--- src/rtl/lsu_mc.sv ---
// lsu_mc: multi-cycle load/store unit between the execute stage and a
// word-organised request/acknowledge data bus.
//
// Aligns store data and byte enables to bus lanes, extracts and extends load
// data, and reports bus faults and illegal accesses through a one-cycle
// response pulse.
//
// Optional feature macro: LSU_MISALIGN_SPLIT_EN
//   defined   - an access crossing a bus word is split into two bus beats
//   undefined - a misaligned access faults immediately without touching the bus
module lsu_mc #(
    parameter int XLEN   = 32,
    parameter int ADDR_W = 32
) (
    input  logic                clk,
    input  logic                rst,
    input  logic                req_valid,
    output logic                req_ready,
    input  logic                req_we,
    input  logic [1:0]          req_size,
    input  logic                req_unsigned,
    input  logic [ADDR_W-1:0]   req_addr,
    input  logic [XLEN-1:0]     req_wdata,
    output logic                rsp_valid,
    output logic [XLEN-1:0]     rsp_rdata,
    output logic                rsp_err,
    output logic                bus_req,
    output logic                bus_we,
    output logic [ADDR_W-1:0]   bus_addr,
    output logic [XLEN/8-1:0]   bus_be,
    output logic [XLEN-1:0]     bus_wdata,
    input  logic                bus_ack,
    input  logic [XLEN-1:0]     bus_rdata,
    input  logic                bus_err
);

    localparam int NB    = XLEN / 8;
    localparam int OFF_W = $clog2(NB);

    typedef enum logic [1:0] {
        IDLE  = 2'd0,
        BEAT0 = 2'd1,
        BEAT1 = 2'd2,
        RESP  = 2'd3
    } state_t;

    // Shift the addressed bytes down, keep len bytes and sign/zero-extend.
    function automatic logic [XLEN-1:0] load_extend(
        input logic [2*XLEN-1:0] data2,
        input logic [OFF_W-1:0]  off,
        input logic [1:0]        size,
        input logic              uns
    );
        logic [XLEN-1:0] raw;
        logic [XLEN-1:0] keep;
        logic [3:0]      len;
        logic            sgn;
        raw  = XLEN'(data2 >> {off, 3'b000});
        len  = 4'd1 << size;
        keep = ~({XLEN{1'b1}} << {len, 3'b000});
        case (size)
            2'd0:    sgn = raw[7];
            2'd1:    sgn = raw[15];
            2'd2:    sgn = raw[31];
            default: sgn = raw[XLEN-1];
        endcase
        if (!uns && sgn) begin
            load_extend = (raw & keep) | ~keep;
        end else begin
            load_extend = raw & keep;
        end
    endfunction

    state_t              state_q,     state_d;
    logic [OFF_W-1:0]    off_q,       off_d;
    logic [1:0]          size_q,      size_d;
    logic                we_q,        we_d;
    logic                uns_q,       uns_d;
    logic                bus_req_q,   bus_req_d;
    logic                bus_we_q,    bus_we_d;
    logic [ADDR_W-1:0]   bus_addr_q,  bus_addr_d;
    logic [NB-1:0]       bus_be_q,    bus_be_d;
    logic [XLEN-1:0]     bus_wdata_q, bus_wdata_d;
    logic                rsp_valid_q, rsp_valid_d;
    logic [XLEN-1:0]     rsp_rdata_q, rsp_rdata_d;
    logic                rsp_err_q,   rsp_err_d;

`ifdef LSU_MISALIGN_SPLIT_EN
    logic                split_q,     split_d;
    logic [NB-1:0]       be_hi_q,     be_hi_d;
    logic [XLEN-1:0]     wdata_hi_q,  wdata_hi_d;
    logic [XLEN-1:0]     rdata0_q,    rdata0_d;
    logic [2*NB-1:0]     be2_s;
    logic [2*XLEN-1:0]   wd2_s;
`else
    logic [NB-1:0]       be1_s;
    logic [XLEN-1:0]     wd1_s;
`endif

    logic [OFF_W-1:0]    off_s;
    logic [3:0]          len_s;
    logic [NB-1:0]       len_mask_s;
    logic                misal_s;
    logic                illegal_s;
    logic [ADDR_W-1:0]   aligned_addr_s;

    // Decode the incoming request: offset, length, lane masks and data alignment.
    always_comb begin
        off_s          = req_addr[OFF_W-1:0];
        len_s          = 4'd1 << req_size;
        len_mask_s     = ~({NB{1'b1}} << len_s);
        misal_s        = (5'(off_s) + 5'(len_s)) > 5'(NB);
        illegal_s      = (req_size == 2'd3) && (XLEN != 64);
        aligned_addr_s = {req_addr[ADDR_W-1:OFF_W], {OFF_W{1'b0}}};
`ifdef LSU_MISALIGN_SPLIT_EN
        be2_s          = {{NB{1'b0}}, len_mask_s} << off_s;
        wd2_s          = {{XLEN{1'b0}}, req_wdata} << {off_s, 3'b000};
`else
        be1_s          = len_mask_s << off_s;
        wd1_s          = req_wdata << {off_s, 3'b000};
`endif
    end

    // Next-state and next-output logic of the access sequencer.
    always_comb begin
        state_d     = state_q;
        off_d       = off_q;
        size_d      = size_q;
        we_d        = we_q;
        uns_d       = uns_q;
        bus_req_d   = bus_req_q;
        bus_we_d    = bus_we_q;
        bus_addr_d  = bus_addr_q;
        bus_be_d    = bus_be_q;
        bus_wdata_d = bus_wdata_q;
        rsp_valid_d = 1'b0;
        rsp_rdata_d = rsp_rdata_q;
        rsp_err_d   = rsp_err_q;
`ifdef LSU_MISALIGN_SPLIT_EN
        split_d     = split_q;
        be_hi_d     = be_hi_q;
        wdata_hi_d  = wdata_hi_q;
        rdata0_d    = rdata0_q;
`endif
        case (state_q)
            IDLE: begin
                if (req_valid) begin
                    off_d  = off_s;
                    size_d = req_size;
                    we_d   = req_we;
                    uns_d  = req_unsigned;
`ifdef LSU_MISALIGN_SPLIT_EN
                    if (illegal_s) begin
`else
                    if (illegal_s || misal_s) begin
`endif
                        // Fault without a bus access; respond next cycle.
                        state_d     = RESP;
                        rsp_valid_d = 1'b1;
                        rsp_err_d   = 1'b1;
                        rsp_rdata_d = {XLEN{1'b0}};
                    end else begin
                        state_d    = BEAT0;
                        bus_req_d  = 1'b1;
                        bus_we_d   = req_we;
                        bus_addr_d = aligned_addr_s;
`ifdef LSU_MISALIGN_SPLIT_EN
                        bus_be_d    = be2_s[NB-1:0];
                        bus_wdata_d = wd2_s[XLEN-1:0];
                        be_hi_d     = be2_s[2*NB-1:NB];
                        wdata_hi_d  = wd2_s[2*XLEN-1:XLEN];
                        split_d     = misal_s;
`else
                        bus_be_d    = be1_s;
                        bus_wdata_d = wd1_s;
`endif
                    end
                end else begin
                    state_d = IDLE;
                end
            end
            BEAT0: begin
                if (bus_ack) begin
                    if (bus_err) begin
                        state_d     = RESP;
                        bus_req_d   = 1'b0;
                        bus_we_d    = 1'b0;
                        bus_be_d    = {NB{1'b0}};
                        rsp_valid_d = 1'b1;
                        rsp_err_d   = 1'b1;
                        rsp_rdata_d = {XLEN{1'b0}};
`ifdef LSU_MISALIGN_SPLIT_EN
                    end else if (split_q) begin
                        // Second beat follows with no idle cycle on the bus.
                        state_d     = BEAT1;
                        bus_addr_d  = bus_addr_q + ADDR_W'(NB);
                        bus_be_d    = be_hi_q;
                        bus_wdata_d = wdata_hi_q;
                        rdata0_d    = bus_rdata;
`endif
                    end else begin
                        state_d     = RESP;
                        bus_req_d   = 1'b0;
                        bus_we_d    = 1'b0;
                        bus_be_d    = {NB{1'b0}};
                        rsp_valid_d = 1'b1;
                        rsp_err_d   = 1'b0;
                        if (we_q) begin
                            rsp_rdata_d = {XLEN{1'b0}};
                        end else begin
                            rsp_rdata_d = load_extend({{XLEN{1'b0}}, bus_rdata},
                                                      off_q, size_q, uns_q);
                        end
                    end
                end else begin
                    state_d = BEAT0;
                end
            end
`ifdef LSU_MISALIGN_SPLIT_EN
            BEAT1: begin
                if (bus_ack) begin
                    state_d     = RESP;
                    bus_req_d   = 1'b0;
                    bus_we_d    = 1'b0;
                    bus_be_d    = {NB{1'b0}};
                    rsp_valid_d = 1'b1;
                    rsp_err_d   = bus_err;
                    if (we_q || bus_err) begin
                        rsp_rdata_d = {XLEN{1'b0}};
                    end else begin
                        rsp_rdata_d = load_extend({bus_rdata, rdata0_q},
                                                  off_q, size_q, uns_q);
                    end
                end else begin
                    state_d = BEAT1;
                end
            end
`endif
            RESP: begin
                state_d = IDLE;
            end
            default: begin
                state_d   = IDLE;
                bus_req_d = 1'b0;
            end
        endcase
    end

    // State and output registers with synchronous reset.
    always_ff @(posedge clk) begin
        if (rst) begin
            state_q     <= IDLE;
            off_q       <= {OFF_W{1'b0}};
            size_q      <= 2'd0;
            we_q        <= 1'b0;
            uns_q       <= 1'b0;
            bus_req_q   <= 1'b0;
            bus_we_q    <= 1'b0;
            bus_addr_q  <= {ADDR_W{1'b0}};
            bus_be_q    <= {NB{1'b0}};
            bus_wdata_q <= {XLEN{1'b0}};
            rsp_valid_q <= 1'b0;
            rsp_rdata_q <= {XLEN{1'b0}};
            rsp_err_q   <= 1'b0;
`ifdef LSU_MISALIGN_SPLIT_EN
            split_q     <= 1'b0;
            be_hi_q     <= {NB{1'b0}};
            wdata_hi_q  <= {XLEN{1'b0}};
            rdata0_q    <= {XLEN{1'b0}};
`endif
        end else begin
            state_q     <= state_d;
            off_q       <= off_d;
            size_q      <= size_d;
            we_q        <= we_d;
            uns_q       <= uns_d;
            bus_req_q   <= bus_req_d;
            bus_we_q    <= bus_we_d;
            bus_addr_q  <= bus_addr_d;
            bus_be_q    <= bus_be_d;
            bus_wdata_q <= bus_wdata_d;
            rsp_valid_q <= rsp_valid_d;
            rsp_rdata_q <= rsp_rdata_d;
            rsp_err_q   <= rsp_err_d;
`ifdef LSU_MISALIGN_SPLIT_EN
            split_q     <= split_d;
            be_hi_q     <= be_hi_d;
            wdata_hi_q  <= wdata_hi_d;
            rdata0_q    <= rdata0_d;
`endif
        end
    end

    assign req_ready = (state_q == IDLE);
    assign bus_req   = bus_req_q;
    assign bus_we    = bus_we_q;
    assign bus_addr  = bus_addr_q;
    assign bus_be    = bus_be_q;
    assign bus_wdata = bus_wdata_q;
    assign rsp_valid = rsp_valid_q;
    assign rsp_rdata = rsp_rdata_q;
    assign rsp_err   = rsp_err_q;

endmodule

--- config.mk ---
export PLATFORM = sky130hd
export DESIGN_NAME = lsu_mc
export DESIGN_NICKNAME = d
export VERILOG_FILES = /design/src/rtl/lsu_mc.sv
export SDC_FILE = /design/constraint.sdc
export NUM_CORES = 1
export LEC_CHECK = 0
export BUFFER_PORTS_ARGS = -buffer_cell sky130_fd_sc_hd__clkbuf_2
export CAP_MARGIN = 5
export CORE_ASPECT_RATIO = 2
export CORE_UTILIZATION = 29
export CTS_CLUSTER_DIAMETER = 60
export DETAILED_ROUTE_END_ITERATION = 16
export GPL_ROUTABILITY_DRIVEN = 0
export SYNTH_ARGS = -nofsm -noshare
export SYNTH_HDL_FRONTEND = slang
export SYNTH_SLANG_ARGS = --single-unit
--- constraint.sdc ---
create_clock -name clk -period 2.5 [get_ports clk]
set_clock_uncertainty 0.1 [all_clocks]
set_input_delay 0.125 -clock clk [delete_from_list [all_inputs] [get_ports clk]]
set_output_delay 0.125 -clock clk [all_outputs]
set_load 0.02 [all_outputs]
# --- Word level (Yosys, flattened, before mapping) ---
# Index checks and enable logic that the tools add are counted.
# W data, S select, Z words.
classes:
  n_addsub: 1
  magnitude_cmp: 1
  eq_ne: 8
  shift: 7
  muxes: 36
  n_bitwise: 7
  n_reduce_logical: 11
ops:
  columns: ["operator", "n"]
  rows:
  - ["$mux W32", 6]
  - ["$not A32 Y32", 2]
  - ["$pmux W32 S2", 1]
  - ["$and A32 B32 Y32", 1]
  - ["$or A32 B32 Y32", 1]
  - ["$shl A32 B5 Y32", 1]
  - ["$shl A32 B7 Y32 const A", 1]
  - ["$shr A32 B5 Y32", 1]
  - ["$mux W1", 16]
  - ["$mux W4", 3]
  - ["$reduce_and A4 Y1", 3]
  - ["$pmux W1 S2", 4]
  - ["$pmux W4 S2", 1]
  - ["$shl A1 B2 Y4 const A", 2]
  - ["$mux W2", 3]
  - ["$ne A2 B2 Y1 const B", 3]
  - ["$add A2 B4 Y5", 1]
  - ["$gt A5 B3 Y1 const B", 1]
  - ["$eq A2 B1 Y1 const B", 2]
  - ["$eq A2 B2 Y1 const B", 2]
  - ["$logic_not A2 Y1", 2]
  - ["$not A4 Y4", 1]
  - ["$pmux W2 S2", 1]
  - ["$shl A4 B2 Y4", 1]
  - ["10 further kinds", 11]
totals:
  regBits: 110
  input_bits: 105
  output_inout_bits: 105
  elab_cells: 84

# --- Longest topological paths before layout ---
# Gate-level depths: netlist (run 1).
logic_depth:
  word_depth: 12
  mapped_depth: 10
  ltp_nobuf: 8

# --- Worst setup path before layout (run 1) ---
# OpenSTA, ideal clock, no wires.
synth_timing:
  path_kind: "input -> register"
  from: "in req_addr[1]"
  to: "reg rsp_rdata_q[28], in the netlist rsp_rdata[28]"
  setup_ps: 122
  arrival_ps: 2265
  required_time_ps: 2278
  path_slack_ps: 14
  cell_stages: 9
  n_path_buf: 3
  cell_sequence: "clkbuf_1 -> inv_1 -> clkbuf_1 -> fa_1 -> and2b_1 -> o22ai_2 -> a211oi_4 -> buf_6 -> a221o_1"
synth_via:
  elab_chain_cells: 5
synth_lines:
  columns: ["item", "line", "text"]
  rows:
  - ["start, declared", "22", "input logic [ADDR_W-1:0] req_addr,"]
  - ["$add A2 B4 Y5", "112", "misal_s = (5'(off_s) + 5'(len_s)) > 5'(NB);"]
  - ["$gt A5 B3 Y1", "112", null]
  - ["$logic_or A1 B1 Y1", "155", "if (illegal_s || misal_s) begin"]
  - ["$ne A2 B1 Y1 (no line)", null, null]
  - ["$reduce_and A4 Y1 (no line)", null, null]
  - ["end signal, assigned", "263", "rsp_rdata_q <= {XLEN{1'b0}};"]
  - ["end signal, assigned", "283", "rsp_rdata_q <= rsp_rdata_d;"]
  - ["end, declared", "85", "logic [XLEN-1:0] rsp_rdata_q, rsp_rdata_d;"]
# Every way passes these cells.
# A chain may end at the register's enable or synchronous reset.

# --- Final worst setup path (run 1) ---
layout_timing:
  from: "reg state_q[0]"
  to: "reg rsp_rdata_q[24], in the netlist rsp_rdata[24]"
layout_via:
  elab_chain_cells: 3
  elab_cells_between_ends: 8
  cone_classes: "4 x eq/ne; 1 x mux; 3 x reduce/logical"
layout_lines:
  columns: ["item", "line", "text"]
  rows:
  - ["start, declared", "74", "state_t state_q, state_d;"]
  - ["start signal, assigned", "272", "state_q <= state_d;"]
  - ["$eq A2 B1 Y1 or $logic_not A2 Y1 (tied branches)", "145", "case (state_q)"]
  - ["$ne A2 B2 Y1 (no line), or another cell as far along", null, null]
  - ["$reduce_and A4 Y1 (no line)", null, null]
# Parallel ways exist; a longest one is shown, timed or not.

==> metrics, run 1 <==
status=completed; critical path, cell by cell=nand3b_4, nand2b_4, a2111oi_4, a221o_1; number of port buffers=207; vias in the first global route=4,999; EDFF count, synth=0; # setup viols final=0; Slew HR=35.1%; pin count of the biggest net entering global routing=79; crit end category=flop; Synth Area in Simple Gates=16.5%; Crit path largest cell delay=0.91 ns; initial antenna violation count=0; Crit Reg-Reg Endpoint=rsp_rdata[24]$_SDFFE_PP0P_; vias post-DR=4,944; Worst Hold Class=input port to flop; Initial Util=29.6%; max-cap violation count=0; Syn Inst Count=548; Final Max Slew Viols=0; RSZ-0062 raised after global routing=no; initial DRC count=172; largest family of logic cells by synthesized area=compound AO/OA/AOI/OAI gates; grt total ovfl=0; design area=7070 µm²; CP max FO=16; worst slew pin tran=0.974 ns; post-synthesis register bit count=109; xor and xnor area share after synthesis=0.330%; number of library cell types mapped by synthesis=45; placed cell areas=6190 µm²; # hold bufs at CTS=56; drt wl/cell=16.1 µm; Worst R2R Start=state_q[0]$_SDFF_PP0_; Setup TNS=0 ns; Final Critical Period=2.20 ns; WHS Endpoint=bus_wdata[17]$_SDFFE_PP0P_; crit path launch type=flop; critical path data required time=2.69 ns; Setup Buffers After CTS=0; CTS tree=done; yosys warns=0; crit path buf inv count=0; Bufs on Longest Clock Path=2; syn_area_per_cell=9.01 µm²; HP Start=req_wdata[9]; Post-Place Cells=936; Compound-Gate Fraction of Synth Area=20.3%; global-route wire length before repair=24,700 µm; NumNets Final=904; r2r setup slk=0.30 ns; first-pass iteration count of the detailed router=4; Crit. Startpoint=state_q[0]$_SDFF_PP0_; Hold Crit Depth=3; Die Y-Extent=187 µm; I/O pin count=210; Primary FF master, synth=dfxtp_1; Hold Vio Cnt, Final=0; CTS buffer count=9; standard-cell row count=67; CTS resizes=0; fraction of the yosys area taken by sequential cells=44.2%; Die Wd=94.3 µm; Non-Filler Instances=1,007; share of cells above drive strength 1=34.6%; crit share post-route=88.0%; post-DP HPWL=11,700 µm; Clk pin slew, worst setup/hold paths=0.07 ns; Post-synth ARST share=0%; PwrDens=611 nW/µm²; worst-case vdd ir drop=0.000285 V; Antenna Cells=0; Adder-Cell Fraction of Synth Area=0.913%; leakage power=3.08 nW; P&R area growth vs syn=43.2%; Clock Root Buffer=clkbuf_16; Antenna Nets Post-Route=0; CP arrival=2.39 ns; drt via density=4.91; latest clock arrival within the worst-skew pair=0.35 ns; f_max=454 MHz; final WL=16,200 µm; GRT Util Overall=18.4%; die area=17,600 µm²; # DRC=0; Worst Reg2Reg Path Length in Cells=4; slowest stage cell, crit path=a2111oi_4; clock sink count=109; CP Class=flop to flop; critical path's top delay family=compound AO/OA/AOI/OAI gates; CP Depth=4; multiplexer area fraction after synthesis=12.0%; Synth Cell Area=4940 µm²; dpl ws=0.110 ns; # H-tree levels=3; core area=16,700 µm²; Layout fillers=1,701; Setup WS post-layout=0.299 ns; hold slack=0.0234 ns
synthesized netlist by cell type (2+ instances only):
master / instances / share of area [%]
or3_1: 2 / 0.25
dfxtp_1: 109 / 44
nand2b_1: 4 / 0.51
buf_4: 8 / 1.2
a211oi_1: 10 / 1.5
mux2_2: 22 / 5.0
nand3_1: 24 / 2.4
a221o_1: 16 / 3.2
mux2i_1: 31 / 6.3
buf_2: 11 / 1.1
a22o_1: 8 / 1.4
o2bb2ai_1: 7 / 1.2
nor3_1: 11 / 1.1
buf_6: 6 / 1.4
nand2_1: 101 / 7.7
nor2b_1: 2 / 0.25
inv_1: 6 / 0.46
o21ai_0: 15 / 1.5
a211oi_4: 2 / 0.81
and2b_1: 2 / 0.30
nor3_2: 2 / 0.41
o211ai_1: 7 / 1.1
a21oi_1: 69 / 7.0
nor2_1: 31 / 2.4
ha_1: 2 / 0.51
clkbuf_1: 21 / 1.6
cells by family (layout without fill, tap and decap cells):
| logic type | Yosys count | after routing |
|---|---|---|
| AOI/OAI and AO/OA | 143 | 143 |
| xor gates and xnor gates | 1 | 1 |
| adders and majority gates | 3 | 3 |
| buffers and inverters | 52 | 303 |
| DFF | 109 | 109 |
| muxes | 55 | 55 |
| other | 1 | 2 |
| and+or+nand+nor | 184 | 184 |
where the power goes:
group / internal (mW) / total [mW] / switching [mW]
logic: 0.386 / 0.900 / 0.515
clock network: 0.900 / 1.54 / 0.638
registers: 1.82 / 1.88 / 0.0602
through the flow:
step | util, % | total power, mW
after floorplan | - | 2.44
after global placement | 37.1 | 2.75
after detailed placement | 37.1 | 2.76
after CTS | 42.4 | 4.39
after global routing | 42.4 | 4.53
final | 42.4 | 4.32
placed cells by master, fill, tap and decap left out, types with 10 or more instances in the layout:
| cell type | count |
|---|---|
| o21ai_0 | 15 |
| nor3_1 | 11 |
| mux2i_1 | 31 |
| a221o_1 | 16 |
| dfxtp_1 | 109 |
| a211oi_1 | 10 |
| nand2_1 | 101 |
| clkbuf_2 | 206 |
| dlygate4sd3_1 | 56 |
| mux2_2 | 22 |
| buf_4 | 14 |
| a21oi_1 | 69 |
| nand3_1 | 24 |
| nor2_1 | 31 |
tightest hold or removal path, cell delays in order:
cell and delay, ns:
clkbuf_2 0.10, a211oi_1 0.06, nor3_1 0.13
state kept, by name (all words and copies together), names as in the netlist:
name	flops
uns_q	1
we_q	1
bus_addr	30
bus_we	1
bus_be	4
size_q	2
bus_req	1
off_q	2
rsp_err	1
rsp_rdata	32
bus_wdata	32
state_q	2
how the worst max path moves through the flow:
stage                                            end  slack, ns
after floorplan           rsp_rdata[28]$_SDFFE_PP0P_       0.01
after global placement    rsp_rdata[17]$_SDFFE_PP0P_       0.14
final                     rsp_rdata[24]$_SDFFE_PP0P_       0.30
after detailed placement  rsp_rdata[24]$_SDFFE_PP0P_       0.11
after CTS                 rsp_rdata[24]$_SDFFE_PP0P_       0.28
after global routing      rsp_rdata[29]$_SDFFE_PP0P_       0.14
layout make-up:
cell class              instances  area [µm²]  area share, %
clock inverters                 4        72.6           1.03
well taps                     207         259           3.66
multi-input cells             388        2490           35.2
clock buffers                  11         243           3.43
repair buffers                282        1800           25.5
inverters                       6        22.5          0.319
flip-flops and latches        109        2180           30.9
layer usage:
metal | GRT usage [%] | up-vias | part of all wire [%]
li1 | - | 2431 | -
met1 | 18.2 | 2290 | 37
met2 | 34.3 | 184 | 54
met3 | 3.30 | 39 | 4.8
met4 | 10.5 | 0 | 4.6
met5 | 0 | - | 0
(Power assumes the default switching activity.)
==> run 2: changes to the inputs <==
Settings changed: CTS_BUF_LIST from default to sky130_fd_sc_hd__clkbuf_4 sky130_fd_sc_hd__clkbuf_8.
==> metrics, run 2 (synthesis results as in run 1) <==
status=completed; standard-cell row count=67 (unchanged); Slew HR=36.3% (+1.3 points); CP arrival=2.40 ns (about the same); Clk pin slew, worst setup/hold paths=0.10 ns (+0.03 ns); # DRC=0 (unchanged); drt via density=4.91 (about the same); Antenna Cells=0 (unchanged); initial DRC count=162 (-5.8%); Util after Layout=42.0% (-0.41 points); clock sink count=109 (unchanged); Layout fillers=1,699 (-0.12%); CTS tree=done; leakage power=3.05 nW (-0.98%); drt wl/cell=16.0 µm (-0.15%); Clock Root Buffer=clkbuf_8; Crit path largest cell delay=0.90 ns (about the same); crit path buf inv count=0 (unchanged); final WL=16,200 µm (+0.15%); worst slew pin tran=0.955 ns (-0.0190 ns); f_max=458 MHz (+0.70%); Setup TNS=0 ns (unchanged); share of cells above drive strength 1=34.6% (about the same); initial antenna violation count=0 (unchanged); vias in the first global route=4,989 (-0.20%); Hold Vio Cnt, Final=0 (unchanged); post-DP HPWL=11,700 µm (unchanged); worst-case vdd ir drop=0.000236 V (-17%); number of port buffers=207 (unchanged); core area=16,700 µm² (unchanged); max-cap violation count=0 (unchanged); CP max FO=16 (unchanged); area occupied by multi-input gates=2490 µm² (unchanged); RSZ-0062 raised after global routing=no; PwrDens=569 nW/µm² (-7.0%); Antenna Nets Post-Route=0 (unchanged); crit share post-route=87.4% (-0.61 points); # H-tree levels=3 (unchanged); most common cell after layout, fill and taps aside=clkbuf_2; Bufs on Longest Clock Path=2 (unchanged); r2r setup slk=0.31 ns (+0.02 ns); die area=17,600 µm² (unchanged); NumNets Final=907 (+0.33%); Initial Util=29.6% (unchanged); latest clock arrival within the worst-skew pair=0.37 ns (+0.02 ns); grt total ovfl=0 (unchanged); P&R area growth vs syn=41.9%; Seq. cell area=2180 µm² (unchanged); most frequent cells in the layout=clkbuf_2, dfxtp_1, nand2_1, a21oi_1, dlygate4sd3_1; Die Y-Extent=187 µm (unchanged); pin count of the biggest net entering global routing=79 (unchanged); critical path data required time=2.71 ns (+0.02 ns); # setup viols final=0 (unchanged); crit path launch type=flop; Final Critical Period=2.19 ns (-0.0152 ns); global-route wire length before repair=24,800 µm (+0.25%); I/O pin count=210 (unchanged); Die Wd=94.3 µm (unchanged); slowest stage cell, crit path=a2111oi_4; critical path's top delay family=compound AO/OA/AOI/OAI gates; CTS buffer count=9 (unchanged); CP Class=flop to flop; GRT Util Overall=18.4% (about the same); Worst Hold Class=input port to flop; critical path, cell by cell=nand3b_4, nand2b_4, a2111oi_4, a221o_1; CTS resizes=0 (unchanged); first-pass iteration count of the detailed router=4 (unchanged); Final Max Slew Viols=0 (unchanged); hold slack=0.0324 ns (+0.00903 ns); crit end category=flop; vias post-DR=4,959 (+0.30%)
run 2: path summary, 6_finish.rpt:
check	depth (start not counted)	from	to
worst max-delay path	4	state_q[0]$_SDFF_PP0_	rsp_rdata[24]$_SDFFE_PP0P_
worst min-delay path	4	bus_rdata[20]	rsp_rdata[12]$_SDFFE_PP0P_
worst max register to register	4	state_q[0]$_SDFF_PP0_	rsp_rdata[24]$_SDFFE_PP0P_
worst min register to register	2	bus_wdata[6]$_SDFFE_PP0P_	bus_wdata[6]$_SDFFE_PP0P_
run 2: worst min-delay path, stage by stage:
cell and delay (ns):
clkbuf_2 0.10, a21oi_1 0.06, o21ai_0 0.07, a22o_1 0.12
run 2: metal layers:
metal	global-route usage [%]	up-vias	wire length (µm)
met2	34.8	190	8760
li1	-	2435	-
met1	18.3	2299	5910
met5	0	-	0
met3	3.26	35	848
met4	9.53	0	672
run 2: through the flow:
| stage | instance area, µm² | total power, mW | worst slack (ns) | instances |
|---|---|---|---|---|
| final | 7000 | 3.98 | 0.315 | 1010 |
| after detailed placement | 6190 | 2.76 | 0.110 | 936 |
| after global routing | 7000 | 4.19 | 0.138 | 1010 |
| after global placement | 6190 | 2.75 | 0.143 | 936 |
| after floorplan | 4940 | 2.44 | 0.0135 | 549 |
| after CTS | 7000 | 4.05 | 0.273 | 1010 |
run 2: cell type report:
cell class / instances / share of cell area [%]
multi-input combinational: 388 / 35.6
sequential: 109 / 31.2
timing repair buffer: 285 / 26.2
tap: 207 / 3.70
clock buffer: 11 / 2.07
clock inverter: 4 / 1.04
inverter: 6 / 0.322
run 2: report_power, final:
part | leakage (nW) | internal, mW | switching, mW
clock network | 0.109 | 0.597 | 0.597
logic | 2.05 | 0.389 | 0.516
registers | 0.885 | 1.82 | 0.0602
run 2: timing repair:
action | in CTS | in global routing
endpoints found under the setup margin | 0 | 0
buffers inserted | 0 | 0
hold buffers | 59 | 0
endpoints found under the hold margin | 60 | 0
